$ cat config.mk
export PLATFORM = sky130hd
export DESIGN_NAME = wrap_counter_bank
export DESIGN_NICKNAME = d
export VERILOG_FILES = /design/src/rtl/wrap_counter_pkg.sv /design/src/rtl/wrap_counter_chan.sv /design/src/rtl/wrap_counter_bank.sv
export SDC_FILE = /design/constraint.sdc
export NUM_CORES = 1
export LEC_CHECK = 0
export CAP_MARGIN = 20
export CORE_UTILIZATION = 55
export DETAILED_ROUTE_END_ITERATION = 12
export PLACE_DENSITY_LB_ADDON = 0.12
export SLEW_MARGIN = 20
export SYNTH_ARGS = -nofsm -noshare
export SYNTH_HDL_FRONTEND = slang
export SYNTH_SLANG_ARGS = --single-unit
$ cat constraint.sdc
create_clock -name clk -period 5.8 [get_ports clk]
set_input_delay 1.16 -clock clk [delete_from_list [all_inputs] [get_ports clk]]
set_output_delay 1.16 -clock clk [all_outputs]
set_load 0.02 [all_outputs]
$ cat src/rtl/wrap_counter_pkg.sv
// Shared types and constants for the wrap counter bank: config FSM states,
// direction/mode encodings and default sizing.
package wrap_counter_pkg;

  typedef enum logic {
    IDLE  = 1'b0,
    APPLY = 1'b1
  } cfg_state_e;

  localparam logic DIR_UP    = 1'b0;
  localparam logic DIR_DOWN  = 1'b1;
  localparam logic MODE_WRAP = 1'b0;
  localparam logic MODE_SAT  = 1'b1;

  localparam int DEFAULT_WIDTH    = 10;
  localparam int DEFAULT_CHANNELS = 4;
  localparam int DEFAULT_LIMIT    = 500;

  // Channel-select width keeps one spare code so out-of-range targets can be expressed.
  function automatic int chan_sel_w(int channels);
    return $clog2(channels + 1);
  endfunction

endpackage

$ cat src/rtl/wrap_counter_chan.sv
// One counter channel: up/down count with wrap or saturate at its limit,
// limit write with clamp, and a registered wrap/hold pulse.
module wrap_counter_chan
  import wrap_counter_pkg::*;
#(
  parameter int WIDTH       = DEFAULT_WIDTH,
  parameter int RESET_LIMIT = DEFAULT_LIMIT
) (
  input  logic             clk,
  input  logic             rst,
  input  logic             en,
  input  logic             dir,
  input  logic             sat_mode,
  input  logic             wr_en,
  input  logic [WIDTH-1:0] wr_limit,
  output logic [WIDTH-1:0] count,
  output logic [WIDTH-1:0] limit,
  output logic             wrap_pulse
);

  localparam logic [WIDTH-1:0] RST_LIMIT = WIDTH'(RESET_LIMIT);

  logic [WIDTH-1:0] count_nxt;
  logic [WIDTH-1:0] limit_nxt;
  logic             hit_nxt;

  always_comb begin
    // NOTE: every signal assigned here gets a default first, so no path can infer a latch.
    count_nxt = count;
    limit_nxt = limit;
    hit_nxt   = 1'b0;
    if (wr_en) begin
      // A limit write owns the channel this cycle; en is ignored.
      limit_nxt = wr_limit;
      if (count > wr_limit) count_nxt = wr_limit;
    end else if (en) begin
      if (dir == DIR_UP) begin
        if (count < limit) begin
          count_nxt = count + 1'b1;
        end else begin
          hit_nxt = 1'b1;
          if (sat_mode == MODE_WRAP) count_nxt = (limit == '0) ? '0 : WIDTH'(1);
        end
      end else begin
        if (count != '0) begin
          count_nxt = count - 1'b1;
        end else begin
          hit_nxt = 1'b1;
          if (sat_mode == MODE_WRAP) count_nxt = limit;
        end
      end
    end
  end

  always_ff @(posedge clk) begin
    // NOTE: state registers use non-blocking assignments so all channels sample the same pre-edge values.
    if (rst) begin
      count      <= '0;
      limit      <= RST_LIMIT;
      wrap_pulse <= 1'b0;
    end else begin
      count      <= count_nxt;
      limit      <= limit_nxt;
      wrap_pulse <= hit_nxt;
    end
  end

endmodule

$ cat src/rtl/wrap_counter_bank.sv
// Bank of independent wrap/saturate counters with a two-state limit-update
// controller and a sticky invariant-error flag.
module wrap_counter_bank #(
  parameter int WIDTH         = wrap_counter_pkg::DEFAULT_WIDTH,
  parameter int CHANNELS      = wrap_counter_pkg::DEFAULT_CHANNELS,
  parameter int DEFAULT_LIMIT = wrap_counter_pkg::DEFAULT_LIMIT
) (
  input  logic                                                clk,
  input  logic                                                rst,
  input  logic [CHANNELS-1:0]                                 en,
  input  logic [CHANNELS-1:0]                                 dir,
  input  logic [CHANNELS-1:0]                                 sat_mode,
  input  logic                                                cfg_valid,
  output logic                                                cfg_ready,
  input  logic [wrap_counter_pkg::chan_sel_w(CHANNELS)-1:0]   cfg_chan,
  input  logic [WIDTH-1:0]                                    cfg_limit,
  output logic [CHANNELS*WIDTH-1:0]                           count,
  output logic [CHANNELS*WIDTH-1:0]                           limit,
  output logic [CHANNELS-1:0]                                 wrap_pulse,
  output logic                                                inv_err
);

  import wrap_counter_pkg::*;

  localparam int CHAN_W = chan_sel_w(CHANNELS);

  cfg_state_e          state;
  cfg_state_e          state_nxt;
  logic [CHAN_W-1:0]   cap_chan;
  logic [WIDTH-1:0]    cap_limit;
  logic [CHANNELS-1:0] wr_en;
  logic [CHANNELS-1:0] over;

  always_ff @(posedge clk) begin
    if (rst) state <= IDLE;
    else     state <= state_nxt;
  end

  always_comb begin
    state_nxt = state;
    case (state)
      IDLE:    if (cfg_valid) state_nxt = APPLY;
      APPLY:   state_nxt = IDLE;
      default: state_nxt = IDLE;
    endcase
  end

  always_comb begin
    cfg_ready = (state == IDLE);
  end

  // NOTE: capture registers carry no reset; they are only read in APPLY, which is reached solely through a capture.
  always_ff @(posedge clk) begin
    if (state == IDLE && cfg_valid) begin
      cap_chan  <= cfg_chan;
      cap_limit <= cfg_limit;
    end
  end

  for (genvar i = 0; i < CHANNELS; i++) begin : g_chan
    // Out-of-range captured channels match no index and are silently dropped.
    assign wr_en[i] = (state == APPLY) && (cap_chan == CHAN_W'(i));

    wrap_counter_chan #(
      .WIDTH       (WIDTH),
      .RESET_LIMIT (DEFAULT_LIMIT)
    ) u_chan (
      .clk        (clk),
      .rst        (rst),
      .en         (en[i]),
      .dir        (dir[i]),
      .sat_mode   (sat_mode[i]),
      .wr_en      (wr_en[i]),
      .wr_limit   (cap_limit),
      .count      (count[i*WIDTH +: WIDTH]),
      .limit      (limit[i*WIDTH +: WIDTH]),
      .wrap_pulse (wrap_pulse[i])
    );

    assign over[i] = count[i*WIDTH +: WIDTH] > limit[i*WIDTH +: WIDTH];
  end

  always_ff @(posedge clk) begin
    if (rst)        inv_err <= 1'b0;
    else if (|over) inv_err <= 1'b1;
  end

endmodule

# Yosys cells after proc, flatten, opt, wreduce, memory -nomap -nowiden
# Cells that the tools add are included.
[classes]
n_addsub = 8
bitwise = 5
n_eq_ne = 15
muxes = 50
reduce_logical = 27
n_lt_le_gt_ge = 12
[ops]
columns = ["op", "count"]
rows = [
  ["$mux 10", 32],
  ["$gt 10x10->1", 8],
  ["$add 10x1->10 const B", 4],
  ["$logic_not 10->1", 4],
  ["$lt 10x10->1", 4],
  ["$reduce_bool 10->1", 4],
  ["$sub 10x1->10 const B", 4],
  ["$ne 4x2->1 const B", 8],
  ["$mux 1", 17],
  ["$reduce_and 4->1", 4],
  ["$reduce_or 3->1", 4],
  ["$ne 2x2->1 const B", 4],
  ["$reduce_bool 2->1", 4],
  ["$eq 3x2->1 const B", 2],
  ["$logic_and 1x1->1", 5],
  ["$not 1->1", 5],
  ["$reduce_or 4->1", 1],
  ["$eq 3x1->1 const B", 1],
  ["$logic_not 3->1", 1],
  ["$pmux 1 s2", 1],
]
[totals]
register_bits = 99
output_inout_bits = 86
word_cells = 133

# Depth between registers and ports, before layout
# Gate-level depths: netlist of run 1.
[depth]
word_depth = 7
mapped_depth = 12
depth_no_buf = 9

# By module
# A second synthesis of run 1 with hierarchy kept.
[unflattened]
cells_unflattened = 1160
hier_area_um2 = 9517.9
[modules_own_cells]
columns = ["module", "area_per_inst_um2", "seq_area_each_um2", "instances", "cells_per_inst"]
rows = [
  ["wrap_counter_chan at g_chan[1].u_chan ...", 2038.2, 420.4, 3, 250],
  ["wrap_counter_chan at g_chan[0].u_chan", 1910.6, 420.4, 1, 246],
  ["wrap_counter_bank", 1492.7, 430.4, 1, 164],
]

# Worst setup path after synthesis of run 1
# Ideal clock, no wire load.
[synth_timing]
path_type = "register to register"
startpoint = "register g_chan[2].u_chan.count[0]"
endpoint = "register g_chan[2].u_chan.count[7]"
t_arrival_ps = 2642
setup_slack_ps = 3087
setup_time_ps = 70
path_stages_with_launch = 12
path_buffers = 2
required_time_ps = 5730
cell_sequence = "dfxtp_1 clkbuf_1 inv_1 ha_1 nand2b_1 a211oi_1 a2111oi_0 o32a_1 a31o_2 clkbuf_1 or3b_2 a21oi_1"
[synth_between]
elab_chain_len = 5
elab_cells_between_ends = 14
[synth_lines]
columns = ["element", "line_no", "rtl"]
rows = [
  ["start, declared", "wrap_counter_chan.sv:16", "output logic [WIDTH-1:0] count,"],
  ["start signal, assigned", "wrap_counter_chan.sv:62", "count <= count_nxt;"],
  ["$add 10x1->10 (tied with other cells)", "wrap_counter_chan.sv:39", "count_nxt = count + 1'b1;"],
  ["$mux 10, on equally long branches", "wrap_counter_chan.sv:38, wrap_counter_chan.sv:45", ""],
  ["$mux 10", "wrap_counter_chan.sv:37", "if (dir == DIR_UP) begin"],
  ["$mux 10", "wrap_counter_chan.sv:36", "end else if (en) begin"],
  ["$mux 10", "wrap_counter_chan.sv:32", "if (wr_en) begin"],
]
# Several ways; a longest one is shown, not always the timed one. The select of a mux whose other input is x is not followed.
# A chain may end at the register's enable or synchronous reset.

# Worst setup path in the final report of run 1
[layout_timing]
startpoint = "register cap_chan[0]"
endpoint = "register g_chan[2].u_chan.count[7]"
[layout_between]
elab_chain_len = 4
elab_cells_between_ends = 8
[layout_lines]
columns = ["element", "line_no", "rtl"]
rows = [
  ["start, declared", "wrap_counter_bank.sv:29", "logic [CHAN_W-1:0] cap_chan;"],
  ["start signal, assigned", "wrap_counter_bank.sv:55", "cap_chan <= cfg_chan;"],
  ["$eq 3x2->1 (*)", "wrap_counter_bank.sv:62", "assign wr_en[i] = (state == APPLY) && (cap_chan == CHAN_W'(i));"],
  ["$logic_and 1x1->1 (*)", "wrap_counter_bank.sv:62", ""],
  ["$ne 4x2->1 (no line) (tied with other cells)", "n/a", ""],
  ["$reduce_and 4->1 (no line)", "n/a", ""],
]
# Mark *: on every way between the ends. The rest lies on a longest branch, timed or not.

==> impl_summary.md, run 1 <==
Run status
The run finished with clean final reports.

Clock tree
TritonCTS built the clock tree. In this run the post-CTS setup repair buffer count came out at 0. The clock passes through at most 2 buffers.

The buffer type at the clock tree root is clkbuf_16. The clock-pin slew on the worst setup and hold paths is around 0.07 ns. The quantity of gates resized following cts is 0. The post-cts hold buffer count is 0.

Clock latency on the worst-skew pair, taken at its later pin, is 0.37 ns. The number of clock buffers inserted by TritonCTS is 9. The tree built by TritonCTS fans out to 99 sinks. The total number of H-tree levels is 3.

Route
The via-per-instance ratio is 6.464. In the final routed layout, each cell accounts on average for 19.26 microns. The detailed router placed 8338 vias in this run. The met2 routed wirelength is 11.27 mm. The topmost layer with routed signal wires is met4. After detailed routing, the number of remaining DRC violations is 0.

The detailed router put a total of ~11 mm of wire on met1. The length of the first detailed-routing pass in iterations is 7. The initial DRC count is 910. Summed over all nets, wire length on met3 after detailed routing comes to 2.195 mm. The total detailed-routing wirelength is around 25 mm. The remaining number of nets flagged by the antenna check after routing is 0.

Placed design
The post-DP HPWL is between 15 and 20 mm. Input and output buffers added on the ports amount to 113. The routability-driven placement congestion ratio is 0.9060.

STA
Of the available clock period, the critical path in the final layout requires 0.5402. The peak clock frequency supported by timing is 319.2 MHz. The max-slew violation count came to 0.

The final-report setup violation count is 0. Setup repair after global routing left no endpoint under its margin. The final count of hold timing violations is 0. The maximum clock skew at final layout is 0.01223 ns.

The smallest clock period supported by the final layout is computed as 3.133 ns. Setup total negative slack on the finished layout was measured at 0 ns. Hold is met by a little under 0.5 ns.

The max-slew headroom at the worst pin is 0.4060. For the pin with the worst max-slew slack, the measured transition is 0.8909 ns.

Finish
The area of the multi-input gates is 5405 sq um. The flip-flop and latch area is ~2100 sq um. The filler cell count in the final layout is 1271. The number of nets in the layout is between 1000 and 1500. The growth of design area from synthesis to finish is 17.75%.

0 antenna diodes ended up in the layout. In the final layout, the share of cells above drive strength 1 is 0.04865.

Yosys
The post-synthesis compound-gate area fraction is 0.2473. The adder-cell area share of the yosys netlist is 0.1427. Synthesis inferred 99 register bits. During synthesis, Yosys emitted a total of 0 warnings. In the synthesized netlist the async set-or-reset flop fraction comes to 0.

The primary flip-flop cell chosen by synthesis mapping is dfxtp_1. The area share of and/or/nand/nor cells after synthesis is 0.2242. Synthesis produced a netlist with a net count of 1160. The share of synthesized area occupied by flip-flops and latches is 0.2617. Summing every instance area after synthesis gives 8069 sq um.

Of the post-synthesis cell area, the dominant cell type holds 0.2134. The post-synthesis cell type count is 75. Yosys mapped a number of flops with a built-in enable equal to 13. The proportion of synthesized area in mux cells is 0.007598. The top cell type by total area after synthesis is dfxtp_1.

The dominant combinational cell family by area after synthesis is compound AO/OA/AOI/OAI gates. The xor-xnor portion of the synthesized cell area is 0.04776. Yosys attributes the largest share of cell area to dfxtp_1 (21%), ha_1 (14%), nand2_1 (5.8%). The average footprint of a synthesized cell is 7.759 sq um. The number of standard cells after synthesis is 1040.

Critical path
The worst-path maximum fanout is 24. At the worst endpoint, the arrival time is 3.43 ns. The setup check on the worst reg-to-reg path leaves a slack of roughly 2.7 ns. The worst setup path is captured at a flip-flop.

The required time of the worst setup path is 6.10 ns. The critical path launch point type is a flip-flop. The worst setup path is of the reg2reg kind.

Floorplan
The number of standard-cell rows in the floorplan is 43. The initial core utilization is 0.5724. The die area is 15160 sq um. The number of ports placed on the die boundary is 114. The die is 123.1 microns tall. After floorplanning, the core was sized to cover 14100 sq um.

Measured along the x axis, the die boundary spans around 120 microns.

Min path
The min-delay analysis places its worst path in the category reg2reg.

Global routing
Entering global routing, the biggest net connects slightly below 60 pins. The number of antenna violations at the first check in global routing is 0. The number of global-route vias before repair came to 7653. Summed over all layers, the global routing overflow is 0. The first global-routing pass estimated 39.72 mm of wire. In the global route stage, overall resource usage came out at 0.3378.

Power and ir drop
Of the total power, the share spent switching nets is 0.4296. The analysis attributes to net switching a power of 0.001355 W. The power share of the combinational group is 0.476.

The cell-internal power is 0.001800 W. The sequential group share of total power is 0.322. The post-route total power is 0.003155 W. The fraction of power consumed by the clock network is 0.202. In this run the static leakage power is between 3 and 4 nW. The power density over cell area is 332.1 nW/um^2. The worst-case IR drop observed on VDD is 222.8 uV.

Run
The max-capacitance violation count is 0.
[flip-flops by register name (all words and copies together) (netlist names)]
register and flops:
g_chan.u_chan.wrap_pulse 4, cap_limit 10, g_chan.u_chan.limit 40, g_chan.u_chan.count 40, inv_err 1, cap_chan 3, state 1
[per-stage QoR]
step | setup slack [ns] | cell area (sq um) | utilization | instances
6_report | 2.667 | 9502 | 0.6741 | 1290
5_1_grt | 2.479 | 9502 | 0.6741 | 1290
4_1_cts | 2.760 | 9499 | 0.6739 | 1290
3_5_place_dp | 2.460 | 9196 | 0.6524 | 1274
3_3_place_gp | 2.496 | 9196 | 0.6524 | 1274
2_1_floorplan | 3.087 | 8069 | - | 1040
[worst max-delay path: stages, from the launching register on]
cell	delay (ns)
edfxtp_1	0.43
nor3b_1	0.60
and2_1	0.81
nor2_1	0.16
a31o_2	0.43
or3b_2	0.50
a21oi_1	0.13
[cells in the mapped netlist (all sizes together) (17+ instances only)]
cell / instances
a211oi: 22
a21oi: 79
clkbuf: 56
dfxtp: 86
ha: 92
inv: 69
nand2: 125
nand3: 24
nand4: 23
nor2: 75
nor3: 17
o211ai: 26
o21ai: 63
xnor2: 28
[layout make-up]
class,count,share of cell area
clock buffer,10,0.02515
tap,180,0.02370
multi-input combinational,803,0.5689
clock inverter,6,0.006716
timing repair buffer,122,0.1256
inverter,70,0.02765
sequential,99,0.2223
[power by group through the flow]
stage	clock network (W)	registers, W	logic, W
floorplan	0	0.000966	0.00111
global placement	0	0.00102	0.00145
detailed placement	0	0.00102	0.00147
CTS	0.000640	0.00100	0.00148
global route	0.000667	0.00103	0.00167
finish	0.000637	0.00102	0.00150
[metal layers]
layer | up-vias | track usage
met2 | 447 | 0.5346
met3 | 53 | 0.07057
met4 | 0 | 0.1205
li1 | 3942 | -
met1 | 3896 | 0.4529
met5 | - | 0
[final timing paths]
kind	start	endpoint	depth (start not counted)
max	cap_chan[0]	g_chan[2].u_chan.count[7]	6
min	inv_err	inv_err	1
max reg2reg	cap_chan[0]	g_chan[2].u_chan.count[7]	6
min reg2reg	inv_err	inv_err	1
[cell families (layout without fill, tap and decap cells)]
group,Yosys count,count (layout)
compound gates,299,299
flops,99,99
xor+xnor,44,44
buf+inv,138,208
simple gates,362,362
fa+ha+maj,92,92
mux,6,6
[cell usage in the layout (no fill, tap or decap), types with 7 or more instances in the layout]
master / count
a211oi_1: 22
a21o_1: 9
a21oi_1: 79
a31o_2: 7
a31oi_1: 9
and3_1: 12
buf_4: 9
clkbuf_16: 9
clkdlybuf4s50_1: 112
dfxtp_1: 86
edfxtp_1: 13
ha_1: 92
inv_1: 69
nand2_1: 125
nand2b_1: 12
nand3_1: 24
nand4_1: 23
nand4b_1: 7
nor2_1: 75
nor3_1: 16
nor4_1: 14
o211ai_1: 26
o21ai_0: 60
o311ai_0: 7
o31ai_1: 10
o41ai_1: 12
or2_2: 8
or3_1: 8
xnor2_1: 28
xor2_1: 16
(Power assumes the default switching activity.)
==> run 2: changes to the inputs <==
- CORE_UTILIZATION: 55 -> 51
- clock period: 5.8 -> 2.5 ns (I/O delays scaled with it)
==> impl_summary.md, run 2 (synthesized netlist as in run 1, its figures left out) <==
Run status
The flow ran to the end, and the final reports show no timing, DRC or antenna violations.

STA
Between clock sinks in the finished design, the worst skew comes to 0.01072 ns. The post-layout minimum cycle time is 2.476 ns. The worst-case hold slack is 0.4705 ns. The max-slew headroom at the worst pin is 0.6093.

The final worst-path cycle share is 0.9906. The slew at the pin closest to its max-slew limit is just under 0.6 ns. The max-slew violation count is 0. For this run, the top clock speed supported by timing is 403.8 MHz. Setup repair after global routing could not meet its margin everywhere. The final count of hold timing violations is 0. Setup violations remaining at the end of the flow were counted as 0.

Clock tree
CTS saw 99 sinks. The largest buffer count on any clock path is 2. The clock reaches the later pin of the worst-skew pair after approximately 0.36 ns.

TritonCTS built the clock tree. The clock tree synthesis step divided the H-tree into 3 levels. The number of clock buffers inserted by TritonCTS is 9. Hold repair after CTS inserted 0 buffers.

The clock-pin slew on the worst setup and hold paths is 0.08 ns. The cell sitting at the root of the clock tree is a clkbuf_16.

Critical path
The worst-path maximum fanout is 6. Measured in cells, the most critical reg-to-reg path has a length of 7. The data arrival at the endpoint of the critical path is 2.74 ns. The startpoint of the worst-slack reg-to-reg timing path is g_chan[1].u_chan.count[5]. Tracing the worst setup path back leads to its startpoint at g_chan[1].u_chan.count[5]. The type of element capturing the critical path is a flip-flop. The worst setup path is launched from a flip-flop. The slowest stage of the critical path is the or4_4 cell. The capturing element of the worst setup path is g_chan[1].u_chan.count[3].

The worst register-to-register path ends at g_chan[1].u_chan.count[3]. The largest single stage delay on the critical path is 0.56 ns. The critical path is of the reg2reg type. The required time of the worst setup path is 2.76 ns. The minimum setup slack among reg-to-reg paths is 0.02 ns.

The signal on the critical path passes through or4_4 > or4_4 > or2_4 > a2bb2oi_4 > buf_4 > o2111a_1 > a31o_1. The most frequent cell on the critical path is or4_4.

Run
The max-capacitance violation count is 0.

Floorplan
The die area is 16330 sq um. The area of the core is 15310 sq um. 114 I/O pins were placed.

Measured along the x axis, the die boundary spans about 130 microns. In this run the vertical extent of the chip is 127.8 microns. The initial core utilization is 0.5269.

The number of standard-cell rows in the floorplan is 45.

Global routing
The number of antenna violations at the first check in global routing is 0. The global-route wire length before repair is roughly 44 mm. The number of global-route vias before repair is 8133. The overall fraction of global-route tracks in use is 0.3453. The maximum number of pins on one net before global-route repair is 57.

The remaining global-route overflow is 0.

Finish
The final core utilization is 0.7131. The growth of design area from synthesis to finish is 35.34%. The filler cell count in the final layout is 1297. Of the cells placed in the final design, the portion with a size suffix greater than 1 is 0.1941.

The library cells used most frequently in the layout, excluding fill and tap cells, are buf_4 (148), nand2_1 (123), clkdlybuf4s50_1 (112). Leaving out fill and tap cells, the most frequent cell in the layout is buf_4. The number of nets in the layout is approximately 1400. The largest registers in the layout are g_chan.u_chan.count x40, g_chan.u_chan.limit x40, cap_limit x10. The antenna diode instance count is 0.

Route
Wires add up to 28.77 mm. Across all layers, the routed design uses between 9000 and 10000 vias. The detail-routed net length per standard cell is just under 20 microns. The length of the first detailed-routing pass in iterations is 5.

The first routing iteration left 1125 violations. The residual DRC count is 0. The via-per-instance ratio is 6.134. The count of nets left with antenna violations once routing finished came out at 0.

Power and ir drop
The worst-case IR drop observed on VDD is 443.5 uV. The power density over cell area is 755.0 nW/um^2. For this design the static power due to leakage is approximately 4.8 nW.

Placed design
The count of buffers added on input and output ports is ~110. The routability-driven placement congestion ratio is 0.9868. The post-DP HPWL is 20.69 mm.

Min path
The worst hold-check path type is reg2reg.
==> run 2: final cells by class <==
| class | instances | area [sq um] | share of cell area |
|---|---|---|---|
| multi-input cells | 804 | 5590 | 0.5119 |
| inverters | 70 | 262.8 | 0.02406 |
| clock inverters | 3 | 42.54 | 0.003895 |
| repair buffers | 268 | 2351 | 0.2153 |
| well taps | 211 | 264.0 | 0.02417 |
| flip-flops and latches | 99 | 2128 | 0.1949 |
| clock buffers | 13 | 281.5 | 0.02578 |
==> run 2: power breakdown <==
group          internal [W]  leakage [nW]  switching [W]
logic               0.00218          3.80        0.00249
registers           0.00180         0.827       0.000218
clock network      0.000892         0.157       0.000668
==> run 2: worst min path at each step <==
| stage | start | endpoint | depth (start not counted) |
|---|---|---|---|
| global route | inv_err | inv_err | 1 |
| detailed placement | inv_err | inv_err | 1 |
| finish | inv_err | inv_err | 1 |
| CTS | inv_err | inv_err | 1 |
| global placement | inv_err | inv_err | 1 |
| floorplan | g_chan[2].u_chan.count[5] | g_chan[2].u_chan.count[5] | 2 |
==> run 2: metrics by stage <==
step                total power, W  worst slack (ns)   TNS, ns  std cells  instance area [sq um]
CTS                       0.008027          -0.02427  -0.02427       1459                  10660
global route              0.008729          -0.06301   -0.3341       1468                  10920
floorplan                 0.004833          -0.02552  -0.04669       1040                   8093
finish                    0.008245           0.02354         0       1468                  10920
detailed placement        0.006445          -0.03558  -0.05448       1443                  10320
global placement          0.006390           0.03756         0       1443                  10320
==> run 2: critical path: cells and delay by family, from the launching register on <==
kind / cells / cell delay, ns
AND/OR/NAND/NOR: 3 / 1.29
AO/OA/AOI/OAI: 3 / 0.56
flip-flops: 1 / 0.38
buffers and inverters: 1 / 0.15
==> run 2: what timing repair did <==
item / CTS / global route
setup endpoints to repair: 7 / 37
buffers inserted: 0 / 8
cloned: 0 / 1
pin swaps: 0 / 12
resized for setup: 2 / 49
==> run 2: per-layer routing <==
layer | vias up | routed length, microns | track usage
li1 | 4226 | - | -
met1 | 4192 | 12330 | 0.4714
met2 | 496 | 12930 | 0.5492
met3 | 91 | 2468 | 0.05217
met4 | 0 | 1030 | 0.1315
met5 | - | 0 | 0
==> run 3: changes to the inputs <==
==> constraint.sdc (replaced) <==
create_clock -name clk -period 2.5 [get_ports clk]
set_input_delay 0.5 -clock clk [delete_from_list [all_inputs] [get_ports clk]]
set_output_delay 0.5 -clock clk [all_outputs]
set_load 0.005 [all_outputs]
==> impl_summary.md, run 3 (synthesized netlist as in run 1, its figures left out) <==
Run status
The run finished with clean final reports.

Finish
The area of the multi-input gates is 5578 sq um. The net count of the finished layout is roughly 1400. After filler insertion, the fill cell instance count of the layout stands at 1303. For this run, the share of the core covered by cells in the final layout is 0.7025.

Across the whole layout, storage elements account for 2116 sq um. In the layout the commonest cells are buf_4 (133), nand2_1 (124), clkdlybuf4s50_1 (112). For this run, the number of standard cells in the final layout without fillers is 1451. The largest registers in the layout are g_chan.u_chan.count x40, g_chan.u_chan.limit x40, cap_limit x10.

The area growth from synthesis to layout is 33.34%. The share of post-route cells with drive strength above 1 is 0.1719. The library cell used most frequently in the layout, excluding fill and tap cells, is buf_4.

Clock tree
The clock sink total is between 90 and 100. At the later pin of the worst-skew pair, clock insertion delay measures between 0.3 and 0.4 ns. The H-tree generated during clock tree synthesis spans 3 levels. The buffer type at the clock tree root is clkbuf_16. The number of clock buffers inserted by TritonCTS is 9. The clock tree from TritonCTS is done. The clock passes through at most 2 buffers. The post-cts hold buffer count is 0. Clock-pin slew was measured on the worst setup and hold paths at about 0.07 ns.

Placed design
The number of buffers added on ports is 113. The routability-driven placement congestion ratio is 0.9515. In this run, placement finished with an instance count of 1426.

The HPWL after detailed placement is 20.42 mm.

Critical path
In this design, the stage delay of the slowest critical-path cell is between 0.5 and 0.6 ns. By startpoint and endpoint, the worst setup path is classified as reg2reg. The worst setup path is launched from a flip-flop.

The type of element capturing the critical path is a flip-flop. Walking the worst path, the cells encountered are or4_4 > or4_4 > buf_4 > nand3_1 > o311ai_1 > o31ai_1 > o211ai_1 > a21oi_1. For the worst setup path, the data arrival time is 2.78 ns. By instance count, the cell type seen most on the critical path is or4_4. The slowest stage of the critical path belongs to the cell or4_4. In this run the worst path has a maximum fanout of 9.

The required time of the worst setup path is 2.79 ns.

Route
Summing over every cut layer, the via total after detailed routing is 8953. The total detailed-routing wirelength is ~28 mm. The via-per-instance ratio is just over 6. The remaining number of nets flagged by the antenna check after routing is 0.

The detail-routed net length per standard cell is 19.23 microns. The first detailed-routing pass took 6 iterations. The initial DRC count is 992. The residual DRC count is 0.

STA
The peak clock frequency supported by timing is 401.9 MHz. Setup violations remaining at the end of the flow were counted as 0. Setup repair after global routing could not meet its margin everywhere. The final worst-path cycle share is 0.9953. The post-layout minimum cycle time is 2.488 ns.

The accumulated negative setup slack is 0 ns. The max-slew headroom at the worst pin is 0.5401. At the pin with the least slew margin, the transition time is 0.6841 ns.

The max-slew violation count came to 0. The final count of hold timing violations is 0. For the final database, setup skew stands at around 0.0063 ns.

Global routing
For this run, the total global-route usage over all layers was measured as 0.3428. The remaining global-route overflow is 0. The global-route wire length before repair is 43.66 mm. The maximum number of pins on one net before global-route repair is 57. The number of antenna violations at the first check in global routing is 1. The number of global-route vias before repair is 8169.

Power and ir drop
The leakage power total is 4.704 nW. VDD sags by at most 525.0 uV. Power spread over the standard cell area amounts to 738.1 nW/um^2. After layout, the design draws a total of 0.007942 W.

Floorplan
The die area is around 16000 sq um. In this run the core area contains 45 standard-cell rows. The height of the die is 127.8 microns. In this run the standard cell core region covers 15310 sq um. The initial core utilization is 0.5269.

114 I/O pins were placed. The width of the die is 127.8 microns.

Min path
The worst hold-check path type is reg2reg.

Run
The max-capacitance violation count is 0.
-- run 3: routing by layer --
| layer | global-route usage | part of all wire | vias up |
|---|---|---|---|
| li1 | - | - | 4196 |
| met1 | 0.4640 | 0.43 | 4181 |
| met2 | 0.5489 | 0.45 | 487 |
| met3 | 0.05551 | 0.088 | 89 |
| met4 | 0.1266 | 0.031 | 0 |
| met5 | 0 | 0 | - |
-- run 3: path summary, 6_finish.rpt --
path	start	to	slack [ns]	cells past startpoint
hold / removal	inv_err	inv_err	0.48	1
setup / recovery	g_chan[1].u_chan.count[5]	g_chan[1].u_chan.count[0]	0.01	8
setup reg to reg	g_chan[1].u_chan.count[5]	g_chan[1].u_chan.count[0]	0.01	8
hold reg to reg	inv_err	inv_err	0.48	1
-- run 3: metrics by stage --
step	area, sq um	setup slack [ns]	hold slack (ns)
finish	10760	0.01175	0.4778
global route	10760	-0.05590	0.5138
CTS	10540	-0.01627	0.4842
detailed placement	10170	-0.1151	0.4628
global placement	10170	-0.05927	0.4566
floorplan	8075	0.001381	0.4642
-- run 3: area by class of cell --
cell class                      instances  share of cell area
Tap cell                              211             0.02454
Sequential cell                        99              0.1967
Clock inverter                          1           0.0008140
Timing Repair Buffer                  252              0.2054
Clock buffer                           14             0.02954
Antenna cell                            1           0.0002326
Multi-Input combinational cell        803              0.5184
Inverter                               70             0.02442
-- run 3: where the power goes --
part	switching (W)	internal [W]
Clock	0.000645	0.000883
Sequential	0.000223	0.00179
Combinational	0.00231	0.00209
Total	0.00318	0.00476
-- run 3: what timing repair did --
action,in CTS,in global routing
pin swaps,0,9
endpoints found under the setup margin,12,36
gates resized for setup,6,40
endpoints found under the hold margin,0,0
gates cloned,0,0
setup buffers,0,10
-- run 3: worst max-delay path, delay by kind of cell, from the launching register on --
family / cells / cell delay [ns]
simple gates: 3 / 1.10
compound gates: 4 / 0.79
flops: 1 / 0.35
buf+inv: 1 / 0.19
